<file path="src/rtl/imem_pkg.sv">
`default_nettype none
// ============================================================================
// imem_pkg : shared states, error codes and word size for imem_loader
// Revision : 1.0
// ============================================================================
package imem_pkg;

  typedef enum logic [2:0] {
    IDLE = 3'd0,
    LEN  = 3'd1,
    DATA = 3'd2,
    CSUM = 3'd3,
    DONE = 3'd4,
    ERR  = 3'd5
  } state_e;

  localparam logic [1:0] ERR_NONE     = 2'b00;
  localparam logic [1:0] ERR_OVERSIZE = 2'b01;
  localparam logic [1:0] ERR_CSUM     = 2'b10;

  localparam int BYTES_PER_WORD = 4;

endpackage
`default_nettype wire

</file>
<file path="src/rtl/imem_loader.sv">
`default_nettype none
// ============================================================================
// imem_loader : framed byte-stream loader that fills instruction memory
//               (length, big-endian words, optional checksum byte).
// Optional feature: IMEM_LOADER_CHECKSUM_EN adds the trailing XOR checksum.
// Revision : 1.0
// ============================================================================
module imem_loader
  import imem_pkg::*;
#(
  parameter int ADDR_W      = 7,
  parameter int DEPTH_BYTES = 76
) (
  input  logic              clk,
  input  logic              reset,
  input  logic              start,
  input  logic              in_valid,
  input  logic [7:0]        in_data,
  output logic              in_ready,
  output logic              wr_en,
  output logic [ADDR_W-1:0] wr_addr,
  output logic [7:0]        wr_data,
  output logic              cpu_hold,
  output logic              done,
  output logic              error,
  output logic [1:0]        err_code
);

  state_e            state_q, state_d;
  logic [9:0]        cnt_q, cnt_d;
  logic [9:0]        total_q, total_d;
  logic              wr_en_q, wr_en_d;
  logic [ADDR_W-1:0] wr_addr_q, wr_addr_d;
  logic [7:0]        wr_data_q, wr_data_d;
  logic [1:0]        err_code_q, err_code_d;
`ifdef IMEM_LOADER_CHECKSUM_EN
  logic [7:0]        csum_q, csum_d;
`endif

  logic       busy;
  logic       accept;
  logic [9:0] len_bytes;

  // in_ready is a pure function of state so no input-to-output path exists.
  assign busy      = (state_q == LEN) || (state_q == DATA) || (state_q == CSUM);
  assign accept    = in_valid && busy;
  assign len_bytes = 10'(in_data) * 10'(BYTES_PER_WORD);

  always_comb begin
    state_d    = state_q;
    cnt_d      = cnt_q;
    total_d    = total_q;
    wr_en_d    = 1'b0;
    wr_addr_d  = wr_addr_q;
    wr_data_d  = wr_data_q;
    err_code_d = err_code_q;
`ifdef IMEM_LOADER_CHECKSUM_EN
    csum_d     = csum_q;
`endif
    case (state_q)
      IDLE, DONE, ERR: begin
        if (start) begin
          state_d    = LEN;
          cnt_d      = '0;
          total_d    = '0;
          err_code_d = ERR_NONE;
`ifdef IMEM_LOADER_CHECKSUM_EN
          csum_d     = '0;
`endif
        end
      end
      LEN: begin
        if (accept) begin
          total_d = len_bytes;
          cnt_d   = '0;
`ifdef IMEM_LOADER_CHECKSUM_EN
          csum_d  = in_data;
`endif
          // Oversize is rejected before any write, so the address never wraps.
          if (len_bytes > 10'(DEPTH_BYTES)) begin
            state_d    = ERR;
            err_code_d = ERR_OVERSIZE;
          end else if (in_data == 8'd0) begin
`ifdef IMEM_LOADER_CHECKSUM_EN
            state_d = CSUM;
`else
            state_d = DONE;
`endif
          end else begin
            state_d = DATA;
          end
        end
      end
      DATA: begin
        if (accept) begin
          wr_en_d   = 1'b1;
          wr_addr_d = cnt_q[ADDR_W-1:0];
          wr_data_d = in_data;
          cnt_d     = cnt_q + 10'd1;
`ifdef IMEM_LOADER_CHECKSUM_EN
          csum_d    = csum_q ^ in_data;
`endif
          if (cnt_q == total_q - 10'd1) begin
`ifdef IMEM_LOADER_CHECKSUM_EN
            state_d = CSUM;
`else
            state_d = DONE;
`endif
          end
        end
      end
`ifdef IMEM_LOADER_CHECKSUM_EN
      CSUM: begin
        if (accept) begin
          if (in_data == csum_q) begin
            state_d = DONE;
          end else begin
            state_d    = ERR;
            err_code_d = ERR_CSUM;
          end
        end
      end
`endif
      default: state_d = IDLE;
    endcase
  end

  always_ff @(posedge clk) begin
    if (reset) begin
      state_q    <= IDLE;
      cnt_q      <= '0;
      total_q    <= '0;
      wr_en_q    <= 1'b0;
      wr_addr_q  <= '0;
      wr_data_q  <= '0;
      err_code_q <= ERR_NONE;
`ifdef IMEM_LOADER_CHECKSUM_EN
      csum_q     <= '0;
`endif
    end else begin
      state_q    <= state_d;
      cnt_q      <= cnt_d;
      total_q    <= total_d;
      wr_en_q    <= wr_en_d;
      wr_addr_q  <= wr_addr_d;
      wr_data_q  <= wr_data_d;
      err_code_q <= err_code_d;
`ifdef IMEM_LOADER_CHECKSUM_EN
      csum_q     <= csum_d;
`endif
    end
  end

  assign in_ready = busy;
  assign cpu_hold = busy;
  assign wr_en    = wr_en_q;
  assign wr_addr  = wr_addr_q;
  assign wr_data  = wr_data_q;
  assign done     = (state_q == DONE);
  assign error    = (state_q == ERR);
  assign err_code = err_code_q;

endmodule
`default_nettype wire

</file>
<file path="config.mk">
export PLATFORM = sky130hd
export DESIGN_NAME = imem_loader
export DESIGN_NICKNAME = d
export VERILOG_FILES = /design/src/rtl/imem_pkg.sv /design/src/rtl/imem_loader.sv
export SDC_FILE = /design/constraint.sdc
export NUM_CORES = 1
export LEC_CHECK = 0
export CORE_MARGIN = 3
export CORE_UTILIZATION = 35
export DETAILED_ROUTE_END_ITERATION = 8
export GPL_ROUTABILITY_DRIVEN = 0
export GPL_TIMING_DRIVEN = 0
export PLACE_DENSITY = 0.68
export SYNTH_ARGS = -nofsm -noshare
export SYNTH_HDL_FRONTEND = slang
export SYNTH_SLANG_ARGS = --single-unit
</file>
<file path="constraint.sdc">
create_clock -name clk -period 2.8 [get_ports clk]
set_clock_uncertainty 0.1 [all_clocks]
set_input_delay 0.56 -clock clk [delete_from_list [all_inputs] [get_ports clk]]
set_output_delay 0.56 -clock clk [all_outputs]
set_load 0.005 [all_outputs]
</file>
==> impl_metrics.env, run 1 <==
export IMPL_layout_drive_gt1_share_pct=6.320
export IMPL_portBuffers=32
export IMPL_drtAntennaViolNets=0
export IMPL_critical_path_class="flip-flop to flip-flop"
export IMPL_postCtsHoldBufs=0
export IMPL_antenna_found_initial=0
export IMPL_synthTopCellsByArea="dfxtp_1 (40%), nand2_1 (7.4%), a21oi_1 (5.6%), xor2_1 (5.1%), nor2_1 (4.8%)"
export IMPL_synth_edf_count=0
export IMPL_ys_seq_elements=38
export IMPL_areaGrowthSynthToFinish_pct=27.65
export IMPL_grt_util_all_layers_pct=15.60
export IMPL_netlist_area_leader_share_pct=40.32
export IMPL_yosys_area_top_type="dfxtp_1"
export IMPL_p_leak_uw=0.0008472
export IMPL_syn_area_per_cell_um2=8.239
export IMPL_die_w_um=79.42
export IMPL_wl_per_cell_um=13.58
export IMPL_ioPinCount=34
export IMPL_worst_slack_ns=0.2534
export IMPL_worst_endpoint_arrival_ns=2.64
export IMPL_routed_via_density=5.074
export IMPL_grt_overflow_total=0
export IMPL_power_density_mw_per_mm2=500.2
export IMPL_clock_latency_ns=0.29
export IMPL_slew_headroom_pct=42.32
export IMPL_h_tree_depth=2
export IMPL_drc=0
export IMPL_finalCritPeriodShare_pct=90.95
export IMPL_startpoint_type="flip-flop"
export IMPL_path_clk_slew_ns=0.08
export IMPL_start_util_pct=36.48
export IMPL_hpwlAfterDp_um=3454
export IMPL_finalNetCount=282
export IMPL_grt_max_degree=14
export IMPL_cpPeakStageDelay_ns=0.54
export IMPL_setup_viol=0
export IMPL_hold_class="flip-flop to flip-flop"
export IMPL_min_period_ns=2.547
export IMPL_n_antenna_cell=0
export IMPL_cts_buffer_depth=2
export IMPL_status="finished clean"
export IMPL_cts_tree="yes"
export IMPL_first_pass_iters=4
export IMPL_crit_chain="clkbuf_1, or2_2, or4b_4, a2111oi_4, o2111ai_1, a2111oi_2"
export IMPL_core_area_mm2=0.005172
export IMPL_dieHeight_um=79.42
export IMPL_slowest_stage="or4b_4"
export IMPL_fmaxAchievable_ghz=0.3927
export IMPL_grt_pass1_vias=1627
export IMPL_fillers=512
export IMPL_async_reset_ff_share_pct=0
export IMPL_dieArea_mm2=0.006308
export IMPL_final_max_slew_viol_count=0
export IMPL_syn_inst=229
export IMPL_critPathBufInv=1
export IMPL_clock_sinks=38
export IMPL_cts_setup_buffers=0
export IMPL_peakVddDrop_mv=0.3392
export IMPL_synth_top_flop_cell="dfxtp_1"
export IMPL_cp_data_required_time_ns=2.89
export IMPL_yosysSeqAreaShare_pct=40.32
export IMPL_fin_tns_setup_ns=0
export IMPL_cts_resized=0
export IMPL_maxCapViolations=0
export IMPL_vias=1720
export IMPL_final_hold_viol_count=0
export IMPL_synth_nets=243
export IMPL_ys_types=45
export IMPL_rows=26
export IMPL_drt_iter0_drc=62
export IMPL_max_slew_worst_pin_slew_ns=0.8573
export IMPL_crit_family="compound AO/OA/AOI/OAI gates"
export IMPL_root_buffer="clkbuf_8"
export IMPL_yosysWarnings=0
export IMPL_grt_pass1_wl_um=7790
export IMPL_syn_area_mm2=0.001887
export IMPL_cts_made_buffers=5
export IMPL_drt_total_wl_um=4602
export IMPL_placement_setup_worst_slack_ns=0.01301
export IMPL_crit_fanout=8
export IMPL_fin_util_pct=46.57
export IMPL_endpoint_kind="flip-flop"
export IMPL_rsz0062_at_grt="false"
power by group:
group | switching (uW) | internal [uW]
sequential | 14.2 | 551
clock | 203 | 265
combinational | 90.1 | 81.0
routing by layer:
metal  part of all wire [%]  global-route usage, %
met5                      0                      0
met4                    1.2                  5.842
met3                    4.0                  4.176
met2                     48                  24.46
met1                     47                  20.42
final timing paths:
path / start / end / slack [ns] / cells past startpoint
setup / recovery: total_q[2]$_SDFFE_PP0P_ / state_q[2]$_SDFFE_PP0P_ / 0.25 / 6
hold / removal: wr_addr[5]$_SDFFE_PP0P_ / wr_addr[5]$_SDFFE_PP0P_ / 0.36 / 2
setup reg to reg: total_q[2]$_SDFFE_PP0P_ / state_q[2]$_SDFFE_PP0P_ / 0.25 / 6
hold reg to reg: wr_addr[5]$_SDFFE_PP0P_ / wr_addr[5]$_SDFFE_PP0P_ / 0.36 / 2
placed cells by master, fill, tap and decap left out, drive strengths merged, types with 7 or more instances in the layout:
master,Yosys,routed
nor2,24,24
mux2i,7,7
clkdlybuf4s50,0,32
nand2b,7,7
nand2,37,37
xor2,11,11
dfxtp,38,38
a21oi,21,21
clkbuf,10,15
nand4,7,7
final cells by class:
| type | count | area (um^2) | area share [%] |
|---|---|---|---|
| Timing Repair Buffer | 32 | 320.3 | 13.30 |
| Multi-Input combinational cell | 172 | 1047 | 43.48 |
| Inverter | 6 | 22.52 | 0.9351 |
| Clock buffer | 5 | 68.82 | 2.857 |
| Clock inverter | 3 | 45.04 | 1.870 |
| Sequential cell | 38 | 760.7 | 31.58 |
| Buffer | 13 | 56.30 | 2.338 |
| Tap cell | 70 | 87.58 | 3.636 |
state kept, by name, summed over array words and instances (netlist names):
signal,count
wr_en,1
wr_addr,7
wr_data,8
err_code,1
cnt_q,10
total_q,8
state_q,3
cell usage after synthesis, types with 2 or more instances:
library cell,number
xor2_1,11
a31oi_1,2
inv_1,6
nand4_1,7
buf_4,2
dfxtp_1,38
o21ai_0,2
xnor2_1,6
o22ai_1,3
nand2_1,37
nor2_1,24
o21bai_1,2
clkbuf_1,10
nor2b_1,2
and3_1,4
nor3_1,6
nor4_1,2
nand2b_1,7
a21oi_1,21
mux2i_1,7
ha_1,2
nand3_1,3
or2_2,3
metrics by stage:
step	cell area [um^2]	power (uW)	cells	hold slack, ns
after floorplan	1887	688.5	229	0.3527
after global placement	2295	746.0	331	0.3427
after detailed placement	2295	748.4	331	0.3490
after CTS	2409	1213	339	0.3613
after global routing	2409	1256	339	0.3825
final	2409	1205	339	0.3598
worst reg2reg max path, delay by kind of cell, from the launching register on:
family / cells / cell delay (ns)
buf+inv: 1 / 0.19
simple gates: 2 / 0.91
flops: 1 / 0.30
compound gates: 3 / 0.96
cells by family after synthesis:
group | after synthesis | share of synthesized area, %
xor gates and xnor gates | 17 | 7.891
buffers and inverters | 19 | 4.177
AOI/OAI and AO/OA | 44 | 16.71
other | 1 | 0.1987
and+or+nand+nor | 101 | 25.66
adders and majority gates | 2 | 1.326
DFF | 38 | 40.32
muxes | 7 | 3.714
Note: power is estimated with default switching activity, not from simulation.
==> run 2: changes to the inputs <==
--- a/config.mk
+++ b/config.mk
@@ -6,11 +6,10 @@
 export NUM_CORES = 1
 export LEC_CHECK = 0
 export CORE_MARGIN = 3
-export CORE_UTILIZATION = 35
+export CORE_UTILIZATION = 30
 export DETAILED_ROUTE_END_ITERATION = 8
-export GPL_ROUTABILITY_DRIVEN = 0
 export GPL_TIMING_DRIVEN = 0
-export PLACE_DENSITY = 0.68
+export PLACE_DENSITY = 0.62
 export SYNTH_ARGS = -nofsm -noshare
 export SYNTH_HDL_FRONTEND = slang
 export SYNTH_SLANG_ARGS = --single-unit
==> run 2 against run 1 <==
Utilization decreased by 5.8 points. Register-to-register slack hardly changed. Via count shrank 1.3%. Final area grew 1.5%. Sequential power hardly changed. Non-clock buffer count unchanged. Setup slack got worse by 0.012 ns. Total power is 9.1% higher.
==> impl_metrics.env, run 2 (synthesis gave the netlist of run 1 again) <==
export IMPL_vias=1698
export IMPL_finalNetCount=282
export IMPL_layout_drive_gt1_share_pct=6.320
export IMPL_cts_tree="yes"
export IMPL_wl_per_cell_um=13.23
export IMPL_rsz0062_at_grt="false"
export IMPL_min_period_ns=2.558
export IMPL_power_density_mw_per_mm2=538.0
export IMPL_antenna_found_initial=0
export IMPL_root_buffer="clkbuf_8"
export IMPL_p_leak_uw=0.0008683
export IMPL_whs_path_depth=2
export IMPL_finalCritPeriodShare_pct=91.37
export IMPL_areaGrowthSynthToFinish_pct=29.51
export IMPL_worst_endpoint_arrival_ns=2.65
export IMPL_dieArea_mm2=0.007277
export IMPL_grt_overflow_total=0
export IMPL_dieHeight_um=85.31
export IMPL_grt_pass1_wl_um=7866
export IMPL_cts_made_buffers=5
export IMPL_die_w_um=85.31
export IMPL_crit_start="total_q[2]$_SDFFE_PP0P_"
export IMPL_drc=0
export IMPL_final_max_slew_viol_count=0
export IMPL_slew_headroom_pct=38.85
export IMPL_dp_cells=336
export IMPL_largest_reg_flops=10
export IMPL_hold_class="flip-flop to flip-flop"
export IMPL_crit_family="compound AO/OA/AOI/OAI gates"
export IMPL_rows=28
export IMPL_maxCapViolations=0
export IMPL_gp_congestion=0.8207
export IMPL_startpoint_type="flip-flop"
export IMPL_stdcell_count=344
export IMPL_clock_latency_ns=0.29
export IMPL_placement_setup_worst_slack_ns=-0.004950
export IMPL_worst_slack_ns=0.2417
export IMPL_crit_chain="clkbuf_1, or2_2, or4b_4, a2111oi_4, o2111ai_1, a2111oi_2"
export IMPL_status="finished clean"
export IMPL_grt_pass1_vias=1605
export IMPL_mostFrequentLayoutCell="dfxtp_1"
export IMPL_r2r_setup_slack_ns=0.24
export IMPL_portBuffers=32
export IMPL_slowest_stage="or4b_4"
export IMPL_mostFrequentLayoutCells="dfxtp_1 (38), nand2_1 (37), clkdlybuf4s50_1 (32)"
export IMPL_cpPeakStageDelay_ns=0.54
export IMPL_critPathBufInv=1
export IMPL_grt_util_all_layers_pct=13.12
export IMPL_start_util_pct=31.50
export IMPL_drt_total_wl_um=4550
export IMPL_crit_fanout=8
export IMPL_max_slew_worst_pin_slew_ns=0.9088
export IMPL_grt_max_degree=13
export IMPL_hold_path_endpoint="wr_addr[4]$_SDFFE_PP0P_"
export IMPL_cts_buffer_depth=2
export IMPL_drt_iter0_drc=70
export IMPL_setup_viol=0
export IMPL_worstHoldStart="wr_addr[4]$_SDFFE_PP0P_"
export IMPL_timing_rr_start="total_q[2]$_SDFFE_PP0P_"
export IMPL_drtAntennaViolNets=0
export IMPL_core_area_mm2=0.005991
export IMPL_rr_worst_depth=6
export IMPL_ioPinCount=34
export IMPL_endpoint_kind="flip-flop"
export IMPL_r2r_end="state_q[2]$_SDFFE_PP0P_"
export IMPL_clock_sinks=38
export IMPL_routed_via_density=4.936
export IMPL_fmaxAchievable_ghz=0.3909
export IMPL_final_hold_viol_count=0
export IMPL_first_pass_iters=4
export IMPL_cp_data_required_time_ns=2.89
export IMPL_n_antenna_cell=0
export IMPL_h_tree_depth=2
export IMPL_path_clk_slew_ns=0.08
export IMPL_peakVddDrop_mv=0.3608
export IMPL_critical_path_class="flip-flop to flip-flop"
export IMPL_cts_setup_buffers=0
export IMPL_hpwlAfterDp_um=3406
export IMPL_cts_resized=0
export IMPL_postCtsHoldBufs=0
export IMPL_regMostFlops="cnt_q"
[run 2: cell types whose count changed in the layout (fill, tap and decap cells not counted)]
cell | previous run | this run
clkbuf_8 | 5 | 6
clkinvlp_4 | 2 | 0
bufinv_16 | 1 | 2
[run 2: per-stage QoR]
stage | util (%) | setup TNS (ns) | total power, uW | cell area [um^2] | hold WS (ns)
4_1_cts | 40.79 | 0 | 1322 | 2444 | 0.3580
3_3_place_gp | 38.41 | -0.3840 | 747.5 | 2301 | 0.3462
6_report | 40.79 | 0 | 1315 | 2444 | 0.3563
5_1_grt | 40.79 | 0 | 1373 | 2444 | 0.3853
3_5_place_dp | 38.41 | -0.004950 | 748.5 | 2301 | 0.3465
2_1_floorplan | - | 0 | 688.5 | 1887 | 0.3527
[run 2: worst max-delay path by stage]
| stage | cells after the start | slack (ns) | endpoint |
|---|---|---|---|
| 5_1_grt | 8 | 0.12 | state_q[2]$_SDFFE_PP0P_ |
| 6_report | 6 | 0.24 | state_q[2]$_SDFFE_PP0P_ |
| 3_3_place_gp | 6 | -0.05 | wr_data[4]$_SDFFE_PP0P_ |
| 4_1_cts | 6 | 0.22 | state_q[2]$_SDFFE_PP0P_ |
| 2_1_floorplan | 5 | 0.44 | state_q[2]$_SDFFE_PP0P_ |
| 3_5_place_dp | 6 | -0.005 | wr_addr[5]$_SDFFE_PP0P_ |
[run 2: power breakdown]
part / internal [uW] / switching (uW)
logic: 80.9 / 88.9
registers: 551 / 14.6
clock network: 380 / 199
[run 2: layout make-up]
class / count / area (um^2)
fillers: 618 / 3547
multi-input cells: 172 / 1047
flip-flops and latches: 38 / 760.7
repair buffers: 32 / 320.3
well taps: 75 / 93.84
clock buffers: 6 / 82.58
clock inverters: 2 / 60.06
plain buffers: 13 / 56.30
inverters: 6 / 22.52
[run 2: worst min-delay path, stage by stage, from the launching register on]
cell and delay (ns):
dfxtp_1 0.31, nand2_1 0.05, a21oi_1 0.05
[run 2: per-layer routing]
layer  part of all wire [%]  track usage [%]  vias to the layer above
met2                     45            19.56                       42
met4                    1.0            3.597                        0
li1                       -                -                      869
met1                     49            18.70                      781
met5                      0                0                        -
met3                    5.3            3.301                        6
